==> src/rtl/upload_frame_parser.sv <==
// Receive-side decoder for 0xAA 0x44 | source | len_H | len_L | payload | checksum frames.
// Recovers sync, forwards payload tagged with its source, and reports per-frame status.
module upload_frame_parser #(
    parameter logic [7:0]  FRAME_HEADER_H = 8'hAA,
    parameter logic [7:0]  FRAME_HEADER_L = 8'h44,
    parameter logic [15:0] MAX_LEN        = 16'd1024
) (
    input  logic        clk,
    input  logic        rst,
    input  logic [7:0]  in_data,
    input  logic        in_valid,
    output logic        in_ready,
    output logic [7:0]  out_data,
    output logic [7:0]  out_source,
    output logic        out_valid,
    input  logic        out_ready,
    output logic        out_last,
    output logic        frame_done,
    output logic        frame_ok,
    output logic        err_checksum,
    output logic        err_length,
    output logic [15:0] good_count,
    output logic [15:0] bad_count
);

    typedef enum logic [2:0] {
        StHuntH,
        StHuntL,
        StSrc,
        StLenH,
        StLenL,
        StPayload,
        StCsum
    } state_e;

    state_e      state_q, state_d;
    logic [7:0]  src_q, src_d;
    logic [7:0]  len_h_q, len_h_d;
    logic [7:0]  csum_q, csum_d;
    logic [15:0] rem_q, rem_d;
    logic [15:0] good_q, good_d;
    logic [15:0] bad_q, bad_d;
    logic        done_q, done_d;
    logic        ok_q, ok_d;
    logic        errc_q, errc_d;
    logic        errl_q, errl_d;

    logic        in_payload;
    logic        accept;
    logic [15:0] len_full;
    logic [15:0] good_inc;
    logic [15:0] bad_inc;

    // Payload is a zero-latency pass-through; every other byte is consumed immediately.
    assign in_payload = (state_q == StPayload);
    assign in_ready   = in_payload ? out_ready : 1'b1;
    assign out_valid  = in_payload && in_valid;
    assign out_data   = in_payload ? in_data : 8'h00;
    assign out_last   = in_payload && (rem_q == 16'd1);

    assign accept   = in_valid && in_ready;
    assign len_full = {len_h_q, in_data};
    assign good_inc = (good_q != 16'hFFFF) ? good_q + 16'd1 : good_q;
    assign bad_inc  = (bad_q != 16'hFFFF) ? bad_q + 16'd1 : bad_q;

    always_comb begin
        state_d = state_q;
        src_d   = src_q;
        len_h_d = len_h_q;
        csum_d  = csum_q;
        rem_d   = rem_q;
        good_d  = good_q;
        bad_d   = bad_q;
        done_d  = 1'b0;
        ok_d    = 1'b0;
        errc_d  = 1'b0;
        errl_d  = 1'b0;

        if (accept) begin
            unique case (state_q)
                StHuntH: begin
                    if (in_data == FRAME_HEADER_H) state_d = StHuntL;
                end
                StHuntL: begin
                    if (in_data == FRAME_HEADER_L) begin
                        state_d = StSrc;
                    end else if (in_data != FRAME_HEADER_H) begin
                        state_d = StHuntH;
                    end
                end
                StSrc: begin
                    src_d   = in_data;
                    csum_d  = in_data;
                    state_d = StLenH;
                end
                StLenH: begin
                    len_h_d = in_data;
                    csum_d  = csum_q ^ in_data;
                    state_d = StLenL;
                end
                StLenL: begin
                    csum_d = csum_q ^ in_data;
                    if (len_full > MAX_LEN) begin
                        errl_d  = 1'b1;
                        bad_d   = bad_inc;
                        state_d = StHuntH;
                    end else if (len_full == 16'd0) begin
                        state_d = StCsum;
                    end else begin
                        rem_d   = len_full;
                        state_d = StPayload;
                    end
                end
                StPayload: begin
                    csum_d = csum_q ^ in_data;
                    rem_d  = rem_q - 16'd1;
                    if (rem_q == 16'd1) state_d = StCsum;
                end
                StCsum: begin
                    done_d = 1'b1;
                    if (in_data == csum_q) begin
                        ok_d   = 1'b1;
                        good_d = good_inc;
                    end else begin
                        errc_d = 1'b1;
                        bad_d  = bad_inc;
                    end
                    state_d = StHuntH;
                end
                default: state_d = StHuntH;
            endcase
        end
    end

    always_ff @(posedge clk) begin
        if (rst) begin
            state_q <= StHuntH;
            src_q   <= 8'h00;
            len_h_q <= 8'h00;
            csum_q  <= 8'h00;
            rem_q   <= 16'd0;
            good_q  <= 16'd0;
            bad_q   <= 16'd0;
            done_q  <= 1'b0;
            ok_q    <= 1'b0;
            errc_q  <= 1'b0;
            errl_q  <= 1'b0;
        end else begin
            state_q <= state_d;
            src_q   <= src_d;
            len_h_q <= len_h_d;
            csum_q  <= csum_d;
            rem_q   <= rem_d;
            good_q  <= good_d;
            bad_q   <= bad_d;
            done_q  <= done_d;
            ok_q    <= ok_d;
            errc_q  <= errc_d;
            errl_q  <= errl_d;
        end
    end

    assign out_source   = src_q;
    assign frame_done   = done_q;
    assign frame_ok     = ok_q;
    assign err_checksum = errc_q;
    assign err_length   = errl_q;
    assign good_count   = good_q;
    assign bad_count    = bad_q;

endmodule

==> config.mk <==
export PLATFORM = sky130hd
export DESIGN_NAME = upload_frame_parser
export DESIGN_NICKNAME = d
export VERILOG_FILES = /design/src/rtl/upload_frame_parser.sv
export SDC_FILE = /design/constraint.sdc
export NUM_CORES = 1
export LEC_CHECK = 0
export CORE_MARGIN = 8
export CORE_UTILIZATION = 54
export CTS_CLUSTER_DIAMETER = 60
export CTS_CLUSTER_SIZE = 12
export DETAILED_ROUTE_END_ITERATION = 6
export PLACE_DENSITY = 0.8
export SLEW_MARGIN = 20
export SYNTH_ARGS = -nofsm -noshare
export SYNTH_HDL_FRONTEND = slang
export SYNTH_SLANG_ARGS = --single-unit
==> constraint.sdc <==
create_clock -name clk -period 3.2 [get_ports clk]
set_input_delay 0.64 -clock clk [delete_from_list [all_inputs] [get_ports clk]]
set_output_delay 0.64 -clock clk [all_outputs]
set_load 0.02 [all_outputs]
; ---- Yosys cells after proc, flatten, opt, wreduce, memory -nomap -nowiden
; Cells that the tools add are included.
; Widths: inputs -> output; s select.
[classes]
n_addsub = 3
n_lt_le_gt_ge = 1
eq_ne = 20
n_mux = 21
bitwise_logic = 4
reduce_logical = 19
[ops]
columns = operator, n
row1 = $mux 16, 5
row2 = $pmux 16 s2, 2
row3 = $add 16x1->16 const B, 2
row4 = $ne 16x16->1 const B, 2
row5 = $pmux 3 s6, 1
row6 = $eq 16x1->1 const B, 1
row7 = $gt 16x11->1 const B, 1
row8 = $logic_not 16->1, 1
row9 = $pmux 8 s2, 1
row10 = $reduce_and 4->1, 4
row11 = $sub 16x1->16 const B, 1
row12 = $mux 3, 5
row13 = $ne 2x2->1 const B, 5
row14 = $eq 3x3->1 const B, 3
row15 = $reduce_or 3->1, 3
row16 = $eq 8x7->1 const B, 1
row17 = $eq 8x8->1, 1
row18 = $eq 8x8->1 const B, 1
row19 = $mux 8, 1
row20 = $ne 8x8->1 const B, 1
row21 = $xor 8x8->8, 1
row22 = $eq 3x2->1 const B, 2
row23 = $reduce_and 2->1, 3
row24 = $reduce_bool 2->1, 3
row25 = 9 further kinds, 17
[totals]
ff_bits = 79
inputBits = 12
output_inout_bits = 55
word_cells = 79

; ---- Longest topological paths before layout
[depth]
word_depth = 5
ltp_mapped = 9

; ---- Worst setup path before layout
; Ideal clock, no wire load.
[synth_path]
path_type = input to register
from = in in_data[1]
to = reg rem_q[4]
setup_ns = 0.132
arrival_ns = 2.279
required_ns = 3.068
slack_ns = 0.789
path_stages = 8
path_cell_list = buf_2 nor4_1 nand3_1 xnor2_2 o31a_1 buf_6 a21oi_1 o32ai_2
[synth_between]
elab_chain_cells = 3
word_cells_on_any_way = 5
classes_between = 1 x order compare / 2 x eq/ne / 2 x reduce/logical
[synth_rtl]
columns = element, line
row1 = from (decl), 10  ; input logic [7:0] in_data,
row2 = $gt 16x11->1 / $logic_not 16->1 (equally long branches), "103, 107"
row3 = $ne 2x2->1 (no source line), --
row4 = $reduce_and 4->1 (no source line) (*), --
row5 = to (signal assigned), 153  ; rem_q <= rem_d;
row6 = to (decl), 40  ; logic [15:0] rem_q, rem_d;
; Mark *: on every way between the ends. The rest lies on a longest branch, timed or not.
; A chain may end at the register's enable or synchronous reset.

; ---- Worst setup path after layout
[layout_path]
from = reg rem_q[0]
to = out out_last
[layout_between]
elab_chain_cells = 2
[layout_rtl]
columns = element, line
row1 = $eq 16x1->1, 59  ; assign out_last = in_payload && (rem_q == 16'd1);
row2 = $logic_and 1x1->1, 59
row3 = to (decl), 17  ; output logic out_last,
; Every way passes these cells.

==> reports/metrics.cfg <==
[route]
totalWireLength_um=11800
vias=4205
drtAntennaViolNets=0
drc=0
dr.first_iter.drc_count=227
wire_per_inst_um=16.5
drt_pass1_iterations=5
vias_per_cell=5.90

[worst_setup_path]
startpoint_type=flip-flop
cp_max_fo=8
crit_family=simple AND/OR/NAND/NOR gates
worst-path-buf-inv=1
required_ns=2.56
crit_path_end_kind=output pin
crit_type=flip-flop to output pin
crit_chain=ha_1 > nor4b_1 > nand4_1 > nor2_1 > clkdlybuf4s50_1
critPathArrivalTime_ns=2.33
cp_slowest_cell=clkdlybuf4s50_1
max_stage_delay_ns=0.63

[synthesis]
syn_area_per_cell_um2=7.73
synth_area_um2=4250
synthCells=549
synth_edf_count=0
ys_seq_elements=79
synth_warnings=0
yosysSeqAreaShare=0.373
synth.distinct_cells=58
synth_flop_cell=dfxtp_1
synthArstFlopShare=0
syn_nets=565
synth_top_cell_area_share=0.373
yosys-top-cells-count=nand2_1, dfxtp_1, a21oi_1
synth.most_common_cell=nand2_1
synth_top_area_cell=dfxtp_1
synth_area_leaders=dfxtp_1, nand2_1, a21oi_1

[global_routing]
grt_pass1_wl_um=19600
gr-total-overflow=0
grt_pass1_vias=3999
grt_max_degree=56
grtUsageTotal=0.213
antenna_found_initial=0

[cells_and_area]
antennaDiodeCount=0
register_area_um2=1580
n_fill_cell=663
multi_input_area_um2=2450
final_nets=624
drive_gt1_frac=0.0851
area_delta_synth_final_pct=21.6

[timing]
setup_tns_ns=0
fmax_ghz=0.337
fin_crit_sh=0.928
slew_headroom=0.321
hold_viol_final=0
finalClockSkew_ns=0.0110
rsz0062_at_grt=no
setup_viol=0
finalMaxSlewViolations=0
worst_pin_slew_ns=1.02
period_minus_slack_ns=2.97

[worst_hold_path]
hold_path.class=flip-flop to flip-flop

[clocking]
htreeDepth=3
clockBufferDepth=2
root_buffer=clkbuf_8
cts_sinks=79
clk_latency_ns=0.36
clk_pin_slew_ns=0.07
post_cts_buffers=0
cts_buffers=9
postCtsHoldBufs=0
cts_resized=0
cts_tree=yes

[placed_design]
finalWeightedCongestion=0.871
numPortBuffers=66
dp_hpwl_um=8260

[floorplanning]
coreArea_um2=7690
fp.dieW_um=105
die_h_um=105
ios=67
initial_core_util=0.552
dieArea_um2=11000
num_rows=32

[power]
powerDensity_nw_per_um2=333
irDropWorstVdd_mv=0.251
p_leak_nw=1.82
finalPower_w=0.00172

[run]
max-cap-violations=0

[run_status]
status=completed

[registers in the layout (all words and copies together), names as in the netlist]
register,count
err_checksum,1
state_q,3
csum_q,8
frame_done,1
frame_ok,1
len_h_q,8
rem_q,16
err_length,1
bad_count,16
good_count,16
out_source,8
[metrics by stage]
step | cell area (µm²) | cells | util | worst slack (ns) | hold WS, ns
after floorplan | 4250 | 549 | - | 0.789 | 0.445
after global placement | 5000 | 699 | 0.650 | 0.204 | 0.445
after detailed placement | 5000 | 699 | 0.650 | 0.114 | 0.448
after CTS | 5160 | 713 | 0.671 | 0.218 | 0.459
after global routing | 5160 | 713 | 0.671 | 0.102 | 0.489
final | 5160 | 713 | 0.671 | 0.232 | 0.458
[final cells by class]
class | count | share of cell area
multi-input combinational | 427 | 0.474
sequential | 79 | 0.306
timing repair buffer | 87 | 0.160
clock buffer | 11 | 0.0274
tap | 102 | 0.0247
clock inverter | 3 | 0.00412
inverter | 4 | 0.00291
[tightest hold or removal path: cells and delay by family, from the launching register on]
kind / cells / cell delay [ns]
AOI/OAI and AO/OA: 1 / 0.05
DFF: 1 / 0.31
and+or+nand+nor: 1 / 0.05
[cell families (layout without fill, tap and decap cells)]
family                     Yosys count  count (layout)  share of synthesized area
DFF                                 79              79                      0.373
buffers and inverters               43             105                     0.0507
and+or+nand+nor                    256             256                      0.307
muxes                                4               4                     0.0103
AOI/OAI and AO/OA                  141             141                      0.201
adders and majority gates            4               4                     0.0118
xor gates and xnor gates            22              22                     0.0472
[report_power, final]
group,switching (W),internal [W]
clock network,0.000365,0.000295
logic,0.0000454,0.0000299
registers,0.000000155,0.000982
[final timing paths]
kind | start | to | slack [ns] | cells past startpoint
min | out_source[4] | out_source[4] | 0.46 | 2
max | rem_q[0] | out_last | 0.23 | 5
max reg2reg | state_q[0] | csum_q[1] | 0.84 | 8
min reg2reg | out_source[4] | out_source[4] | 0.46 | 2
[metal layers]
metal / vias up / GRT usage / wire [µm]
met5: - / 0 / 0
met4: 0 / 0.0928 / 313
met3: 31 / 0.0645 / 797
met2: 139 / 0.324 / 5330
met1: 1964 / 0.273 / 5330
li1: 2071 / - / -
[cells in the final DEF, fill, tap and decap left out, types with 6 or more instances in the layout]
| cell | instances |
|---|---|
| a21oi_1 | 54 |
| a22o_1 | 6 |
| a22oi_1 | 8 |
| and2_1 | 9 |
| and3_1 | 17 |
| buf_4 | 20 |
| clkbuf_8 | 10 |
| clkdlybuf4s50_1 | 65 |
| dfxtp_1 | 79 |
| nand2_1 | 84 |
| nand3_1 | 17 |
| nand4_1 | 14 |
| nor2_1 | 51 |
| nor2b_1 | 8 |
| nor3_1 | 9 |
| nor4_1 | 11 |
| o21ai_0 | 47 |
| or3_1 | 14 |
| xor2_1 | 20 |
Power figures use the tool's default switching activity.
